--- src/rtl/timer_pkg.sv ---
// Shared types and helpers for the prescaled timer controller and its divider chain.
package timer_pkg;

   typedef enum logic [1:0] {
      IDLE    = 2'd0,
      RUN     = 2'd1,
      EXPIRED = 2'd2
   } state_t;

   // Widest prescaler the mask helper can describe.
   localparam int MAX_STAGES = 32;

   function automatic int tap_width(input int stages);
      return (stages < 1) ? 1 : $clog2(stages + 1);
   endfunction

   // All-ones mask covering the low 'tap' bits of the prescaler count.
   function automatic logic [MAX_STAGES-1:0] tap_mask(input int tap);
      logic [MAX_STAGES-1:0] m;
      m = '0;
      for (int i = 0; i < MAX_STAGES; i++) begin
         if (i < tap) m[i] = 1'b1;
      end
      return m;
   endfunction

endpackage

--- src/rtl/timer_prescaler.sv ---
// Enable-gated binary divider chain; tick fires when the low tap bits of pc are all ones.
module timer_prescaler
   import timer_pkg::*;
#(
   parameter  int DIV_STAGES = 8,
   localparam int TAP_W      = tap_width(DIV_STAGES)
) (
   input  logic                  clk,
   input  logic                  arst,
   input  logic                  en,
   input  logic                  clr,
   input  logic [TAP_W-1:0]      tap,
   output logic [DIV_STAGES-1:0] pc,
   output logic                  tick
);

   logic [DIV_STAGES-1:0] mask;

   assign mask = DIV_STAGES'(tap_mask(int'(tap)));

   // Clear has priority so a restart always begins a fresh prescale period.
   always_ff @(posedge clk or posedge arst) begin
      if (arst) begin
         pc <= '0;
      end else if (clr) begin
         pc <= '0;
      end else if (en) begin
         pc <= pc + DIV_STAGES'(1);
      end
   end

   assign tick = en && ((pc & mask) == mask);

endmodule

--- src/rtl/prescale_timer_ctrl.sv ---
// Programmable timer controller: shadow config, IDLE/RUN/EXPIRED sequencing and the reload down-counter.
module prescale_timer_ctrl
   import timer_pkg::*;
#(
   parameter  int DIV_STAGES = 8,
   parameter  int CNT_W      = 16,
   localparam int TAP_W      = tap_width(DIV_STAGES)
) (
   input  logic             clk,
   input  logic             arst,
   input  logic             cfg_wr,
   input  logic [TAP_W-1:0] cfg_tap,
   input  logic [CNT_W-1:0] cfg_load,
   input  logic             cfg_periodic,
   input  logic             start,
   input  logic             stop,
   input  logic             ack,
   output logic             tick,
   output logic [CNT_W-1:0] count,
   output logic             busy,
   output logic             expired,
   output logic             irq
);

   localparam logic [TAP_W-1:0] MAX_TAP = TAP_W'(DIV_STAGES);

   state_t             state, state_n;
   logic [TAP_W-1:0]   shadow_tap;
   logic [CNT_W-1:0]   shadow_load;
   logic               shadow_periodic;
   logic [TAP_W-1:0]   run_tap, run_tap_n;
   logic               run_periodic, run_periodic_n;
   logic [CNT_W-1:0]   count_n;
   logic               expired_n;
   logic               irq_n;
   logic               run_en;
   logic               pc_clr;
   logic               launch;
   logic               expiry;
   logic [DIV_STAGES-1:0] pc_unused;

   // Shadow registers only feed the next start or reload, never the period in flight.
   always_ff @(posedge clk or posedge arst) begin
      if (arst) begin
         shadow_tap      <= '0;
         shadow_load     <= '0;
         shadow_periodic <= 1'b0;
      end else if (cfg_wr) begin
         shadow_tap      <= (cfg_tap > MAX_TAP) ? MAX_TAP : cfg_tap;
         shadow_load     <= cfg_load;
         shadow_periodic <= cfg_periodic;
      end
   end

   assign launch = start && (shadow_load != '0);
   assign run_en = (state == RUN);
   assign pc_clr = (state != RUN) || stop || launch;
   assign busy   = run_en;

   timer_prescaler #(
      .DIV_STAGES(DIV_STAGES)
   ) u_prescaler (
      .clk (clk),
      .arst(arst),
      .en  (run_en),
      .clr (pc_clr),
      .tap (run_tap),
      .pc  (pc_unused),
      .tick(tick)
   );

   assign expiry = run_en && tick && (count == CNT_W'(1));

   always_ff @(posedge clk or posedge arst) begin
      if (arst) begin
         state        <= IDLE;
         count        <= '0;
         expired      <= 1'b0;
         irq          <= 1'b0;
         run_tap      <= '0;
         run_periodic <= 1'b0;
      end else begin
         state        <= state_n;
         count        <= count_n;
         expired      <= expired_n;
         irq          <= irq_n;
         run_tap      <= run_tap_n;
         run_periodic <= run_periodic_n;
      end
   end

   // Stop outranks restart and expiry, but an expiry on that edge still raises irq.
   always_comb begin
      state_n        = state;
      count_n        = count;
      expired_n      = expired;
      irq_n          = 1'b0;
      run_tap_n      = run_tap;
      run_periodic_n = run_periodic;
      case (state)
         IDLE: begin
            if (launch) begin
               state_n        = RUN;
               count_n        = shadow_load;
               run_tap_n      = shadow_tap;
               run_periodic_n = shadow_periodic;
            end
         end
         RUN: begin
            irq_n = expiry;
            if (stop) begin
               state_n = IDLE;
            end else if (launch) begin
               count_n        = shadow_load;
               run_tap_n      = shadow_tap;
               run_periodic_n = shadow_periodic;
            end else if (expiry) begin
               if (run_periodic && (shadow_load != '0)) begin
                  count_n = shadow_load;
               end else begin
                  count_n   = '0;
                  state_n   = EXPIRED;
                  expired_n = 1'b1;
               end
            end else if (tick && (count != '0)) begin
               count_n = count - CNT_W'(1);
            end
         end
         EXPIRED: begin
            if (launch) begin
               state_n        = RUN;
               count_n        = shadow_load;
               expired_n      = 1'b0;
               run_tap_n      = shadow_tap;
               run_periodic_n = shadow_periodic;
            end else if (ack) begin
               state_n   = IDLE;
               expired_n = 1'b0;
            end
         end
         default: begin
            state_n = IDLE;
         end
      endcase
   end

endmodule

--- config.mk ---
export PLATFORM = sky130hd
export DESIGN_NAME = prescale_timer_ctrl
export DESIGN_NICKNAME = d
export VERILOG_FILES = /design/src/rtl/timer_pkg.sv /design/src/rtl/timer_prescaler.sv /design/src/rtl/prescale_timer_ctrl.sv
export SDC_FILE = /design/constraint.sdc
export NUM_CORES = 1
export LEC_CHECK = 0
export CAP_MARGIN = 20
export CORE_UTILIZATION = 40
export CTS_BUF_LIST = sky130_fd_sc_hd__clkbuf_8
export CTS_CLUSTER_SIZE = 30
export DETAILED_ROUTE_END_ITERATION = 7
export SYNTH_ARGS = -nofsm -noshare
export SYNTH_HDL_FRONTEND = slang
export SYNTH_SLANG_ARGS = --single-unit
--- constraint.sdc ---
create_clock -name clk -period 3.3 [get_ports clk]
set_input_delay 0.495 -clock clk [delete_from_list [all_inputs] [get_ports clk]]
set_output_delay 0.495 -clock clk [all_outputs]
set_load 0.1 [all_outputs]
==> flow_metrics.env <==
export IMPL_grt_ovfl_total=0
export IMPL_post_cts_clock_slew_at_the_launch_and_capture_registers_of_the_worst_setup_and_hold_paths_ns=0.10
export IMPL_vias=2393
export IMPL_grt_first_pass_wirelength_mm=11.1
export IMPL_adder_cell_area_share_of_the_yosys_netlist=0.0171
export IMPL_timing_hold_worst_start="shadow_tap[3]"
export IMPL_r2r_start="shadow_load[6]"
export IMPL_h_tree_depth_reported_by_cts=2
export IMPL_irDropWorstVdd_mv=0.172
export IMPL_nets=364
export IMPL_main_combinational_cell_family_by_area_after_synthesis="compound AO/OA/AOI/OAI gates"
export IMPL_gp_congestion=0.788
export IMPL_fp_rows=30
export IMPL_grt_antenna_before_repair=0
export IMPL_synth_enable_flop_cells=0
export IMPL_drt_antenna_violating_nets=0
export IMPL_fin_worst_skew_ns=0.00719
export IMPL_synth_top_flop_cell="dfrtp_1"
export IMPL_numCtsBuffers=5
export IMPL_synthCells=289
export IMPL_routedWlPerCell_um=15.1
export IMPL_placement_setup_worst_slack_ns=0.372
export IMPL_async_flop_share=1.00
export IMPL_post_route_cells_drive_above_1_share=0.159
export IMPL_synthesis_area_um2=2930
export IMPL_max_slew_margin_rel=0.352
export IMPL_fin_setup_tns_ns=0
export IMPL_post_route_worst_setup_slack_ns=0.337
export IMPL_synthSimpleGateAreaFrac=0.162
export IMPL_globalRouteTotalUtil=0.187
export IMPL_cp_num_buf_inv=0
export IMPL_tritoncts="yes"
export IMPL_dieHeight_um=87.6
export IMPL_result_of_the_run="finished clean"
export IMPL_synth_lib_cells_used_distinct=43
export IMPL_yosys_register_bits=54
export IMPL_worst_path_max_fanout=30
export IMPL_hpwlAfterDp_mm=4.81
export IMPL_pin_count=47
export IMPL_worstMarginPinSlew_ns=0.970
export IMPL_synthesized_net_count=320
export IMPL_maxClockFrequency_mhz=337
export IMPL_slew_viol_final=0
export IMPL_insertion_delay_ns=0.31
export IMPL_finish_instance_area_um2=3620
export IMPL_clockBufferDepth=2
export IMPL_routed_vias_inst=5.57
export IMPL_power_density_cell_area_nw_per_um2=624
export IMPL_post_cts_resize_count=0
export IMPL_drt_iter0_drc=173
export IMPL_grt_start_max_net_pins=55
export IMPL_master_cell_of_the_clock_root_buffer="clkbuf_8"
export IMPL_route_final_wire_length_mm=6.50
export IMPL_arrival_ns=3.21
export IMPL_synth_compound_area_share=0.227
export IMPL_yosys_mux_area_fraction=0.0769
export IMPL_critical_path_slowest_cell="o41ai_4"
export IMPL_insertedDiodeCount=0
export IMPL_hold_buffers=0
export IMPL_die_w_um=87.6
export IMPL_core_region_area_um2=6940
export IMPL_start_point_of_the_critical_path="shadow_load[6]"
export IMPL_dr_pass1_iters=4
export IMPL_flow_area_growth_from_synthesis_pct=23.6
export IMPL_grt_pass1_vias=2223
export IMPL_final_cells=430
export IMPL_placedCellCount=422
export IMPL_hold_class="reg -> reg"
export IMPL_critical_path_cell_chain="or4_4, o41ai_4, nand2_4, a21o_1, o41ai_1, a22o_1"
export IMPL_crit_family="compound AO/OA/AOI/OAI gates"
export IMPL_hold_violations=0
export IMPL_grt_setup_unrepaired="no"
export IMPL_start_kind="flip-flop"
export IMPL_synth_xor_area_share=0.0179
export IMPL_report_final_setup_viol=0
export IMPL_capturing_element_type_of_the_critical_path="flip-flop"
export IMPL_synth_warning_count=0
export IMPL_timing_max_cap_violations=0
export IMPL_worstPathRequired_ns=3.55
export IMPL_post_route_min_period_ns=2.96
export IMPL_mean_post_synth_cell_area_um2=10.1
export IMPL_start_util=0.422
export IMPL_finalCritPeriodShare=0.898
export IMPL_dpl_instance_area_um2=3480
export IMPL_remaining_drc_errors=0
export IMPL_cts_sinks=54
export IMPL_p_leak_nw=1.50
export IMPL_io_buffers=46
export IMPL_die_area_um2=7670
export IMPL_sequential_element_share_of_the_synthesized_area=0.461
export IMPL_cts_setup_buffers=0
export IMPL_timing_setup_critical_path_class="reg -> reg"
export IMPL_critPathMaxStageDelay_ns=0.62
[metrics by stage]
step	utilization	power (mW)	hold WS, ns
after floorplan	-	1.52	0.461
after global routing	0.521	2.37	0.541
final	0.521	2.26	0.516
after CTS	0.521	2.28	0.522
after detailed placement	0.501	1.75	0.497
after global placement	0.501	1.74	0.489
[Yosys cell counts, types with 6 or more instances]
| cell type | instances | area [µm²] |
|---|---|---|
| mux2_2 | 20 | 225 |
| o31ai_1 | 8 | 60.1 |
| nand2_1 | 17 | 63.8 |
| a41oi_1 | 8 | 70.1 |
| dfrtp_1 | 54 | 1350 |
| inv_1 | 12 | 45.0 |
| o21ai_0 | 24 | 120 |
| clkbuf_1 | 13 | 48.8 |
| nor2_1 | 24 | 90.1 |
| or3_1 | 6 | 37.5 |
| a22o_1 | 14 | 123 |
| a21boi_0 | 9 | 67.6 |
[layer usage]
| layer | GRT usage | part of all wire | vias up |
|---|---|---|---|
| li1 | - | - | 1175 |
| met2 | 0.282 | 0.46 | 55 |
| met1 | 0.277 | 0.49 | 1157 |
| met5 | 0 | 0 | - |
| met4 | 0.0492 | 0.0095 | 0 |
| met3 | 0.0311 | 0.044 | 6 |
[state kept, by name, indices dropped and copies added (netlist names)]
register and flops:
count 16, shadow_load 16, u_prescaler.pc 8, run_tap 4
shadow_tap 4, state 2, expired 1, irq 1
run_periodic 1, shadow_periodic 1
[where the power goes]
group          internal (mW)  switching, mW
sequential             0.750          0.113
clock                  0.304          0.218
combinational          0.257          0.618
total                   1.31          0.949
[placed cells by master, fill, tap and decap left out, types with 2 or more instances in the layout]
master / count
dfrtp_1: 54
clkdlybuf4s50_1: 36
o21ai_0: 24
nor2_1: 24
mux2_2: 20
nand2_1: 17
buf_4: 15
a22o_1: 14
inv_1: 11
a21boi_0: 9
a41oi_1: 8
o31ai_1: 7
or3_1: 6
or4_1: 5
nand2b_1: 5
nor3_1: 5
and2_1: 5
clkbuf_8: 5
nand3_1: 4
xor2_1: 4
and3_1: 4
o22ai_1: 4
o21a_1: 4
o41ai_1: 4
a32oi_1: 4
ha_1: 4
nand4_1: 3
or4_4: 2
o41a_1: 2
xnor2_1: 2
nor4_1: 2
a21oi_1: 2
o211ai_1: 2
or2_2: 2
bufinv_16: 2
[logic make-up after synthesis]
kind of cell / Yosys count
mux: 20
xor+xnor: 6
compound gates: 89
flops: 54
buf+inv: 27
simple gates: 89
fa+ha+maj: 4
[worst paths after layout]
kind / end / slack, ns / cells after the start
hold reg to reg: run_tap[3] / 0.52 / 1
hold / removal: run_tap[3] / 0.52 / 1
setup reg to reg: count[5] / 0.34 / 6
setup / recovery: count[5] / 0.34 / 6
min in group asynchronous: irq / 0.56 / 3
max in group asynchronous: shadow_load[5] / 2.51 / 3
[worst register-to-register path, delay by kind of cell, from the launching register on]
kind	cells	cell delay (ns)
simple gates	2	0.73
flops	1	0.42
compound gates	4	1.75
[cell type report]
cell class / count / area (µm²)
Fill cell: 636 / 3320
Multi-Input combinational cell: 208 / 1470
Sequential cell: 54 / 1350
Timing Repair Buffer: 52 / 493
Tap cell: 96 / 120
Clock buffer: 5 / 68.8
Clock inverter: 3 / 68.8
Inverter: 12 / 45.0
Note: power is estimated with default switching activity, not from simulation.
==> RTL edit (same settings) <==
`DIV_STAGES` is set to 8 in 2 places; all go to 16.
--- a/src/rtl/timer_prescaler.sv
+++ b/src/rtl/timer_prescaler.sv
@@ -3,5 +3,5 @@
    import timer_pkg::*;
 #(
-   parameter  int DIV_STAGES = 8,
+   parameter  int DIV_STAGES = 16,
    localparam int TAP_W      = tap_width(DIV_STAGES)
 ) (
--- a/src/rtl/prescale_timer_ctrl.sv
+++ b/src/rtl/prescale_timer_ctrl.sv
@@ -3,5 +3,5 @@
    import timer_pkg::*;
 #(
-   parameter  int DIV_STAGES = 8,
+   parameter  int DIV_STAGES = 16,
    parameter  int CNT_W      = 16,
    localparam int TAP_W      = tap_width(DIV_STAGES)
Interface: changed (resized cfg_tap); port bits go from 47 to 48. The function was not compared with the original's and may differ.
==> RTL edit against the unedited design <==
Non-clock buffer count is the same; worst setup slack gained 140 ps; routed wire length grew 24%; total power grew 19%; sequential cell count grew 10; critical path type unchanged; largest power group is now registers; sequential power grew 17%; final area grew 14%; area after synthesis grew 14%.
==> RTL edit: results <==
set metrics [dict create \
    crit_path_max_fanout 11 \
    crit_path_top_delay_cell "and4bb_1" \
    cts.clk_slew.worst_paths_ps 70 \
    dp_hpwl_um 5833 \
    synth_ff_type "dfrtp_1" \
    firstDrtPassIters 5 \
    status "finished clean" \
    diodes 0 \
    synth_compound_area_frac 0.1646 \
    r2r_end "count[2]$_DFFE_PP0P_" \
    worstMarginPinSlew_ps 971.2 \
    insertion_delay_ps 340 \
    vdd_ir_drop_max_mv 0.2725 \
    ys_seq_area_frac 0.4799 \
    viasPerCell 5.669 \
    r2r_start "run_tap[3]$_DFFE_PP0P_" \
    min_path_cells 2 \
    drt_iter0_drc 159 \
    synthAdderAreaFrac 0.01125 \
    r2r_cells 7 \
    synth_xor_area_frac 0.02625 \
    synth_mux_area_frac 0.07762 \
    r2r_setup_slack_ps 480 \
    reg_top3 "count x16, shadow_load x16, u_prescaler.pc x16" \
    pre_cts_slack_ps 504.9 \
    finalCritPeriodShare 0.8559 \
    synthTopCellsByCount "dfrtp_1 (64), nor2_1 (29), nand2_1 (25), mux2_2 (23), o21ai_0 (18)" \
    grt_max_degree 47 \
    grt_pass1_vias 2559 \
    min_to "expired$_DFFE_PP0P_" \
    hold_start "expired$_DFFE_PP0P_" \
    synth.distinct_cells 55 \
    io_buffers 47 \
    grt_pass1_wl_um 13340 \
    finClkSkew_ps 10.65 \
    synth_area_leaders "dfrtp_1 (48%), mux2_2 (7.8%), nor2_1 (3.3%), nand2_1 (2.8%), o21ai_0 (2.7%)" \
    slowest_delay_ps 530 \
    place.gp.congestion 0.8403 \
    grt.total_usage 0.2028 \
    wl_um 8042 \
    nets 420 \
    synth.net_count 370 \
]
## RTL edit: area by class of cell
type	instances	area, um2
Fill cell	714	3759
Multi-Input combinational cell	245	1612
Sequential cell	64	1602
Timing Repair Buffer	52	493.0
Clock buffer	11	151.4
Tap cell	102	127.6
Clock inverter	5	80.08
Inverter	17	63.81
## RTL edit: through the flow
stage,utilization,cell area [um2],std cells,hold slack [ps]
final,0.5235,4129,496,512.0
after global routing,0.5235,4129,496,525.2
after CTS,0.5235,4129,496,520.2
after detailed placement,0.4941,3897,480,503.2
after global placement,0.4941,3897,480,486.7
after floorplan,-,3337,339,449.8
## RTL edit: metal layers
metal  share of wire  vias to the layer above  track usage
met5               0                        -            0
met4           0.011                        0      0.07949
met3           0.055                        6      0.04634
met2            0.43                      102       0.2776
met1            0.50                     1366       0.3060
li1                -                     1338            -
## RTL edit: worst reg2reg max path: cells and delay by family (launching register included)
kind | cells | cell delay [ps]
AND/OR/NAND/NOR | 3 | 940
AO/OA/AOI/OAI | 4 | 1320
flip-flops | 1 | 460
## RTL edit: cells by family after synthesis
logic type | count (synthesis)
AO/OA/AOI/OAI | 80
flip-flops | 64
multiplexers | 23
AND/OR/NAND/NOR | 129
XOR/XNOR | 10
buffers and inverters | 30
adder cells (fa/ha/maj) | 3
## RTL edit: power groups by stage
| stage | combinational (uW) | clock [uW] | sequential [uW] |
|---|---|---|---|
| floorplan | 315 | 0 | 1370 |
| global placement | 900 | 0 | 1020 |
| detailed placement | 905 | 0 | 1020 |
| CTS | 906 | 788 | 1000 |
| global route | 956 | 832 | 1020 |
| finish | 905 | 779 | 1010 |
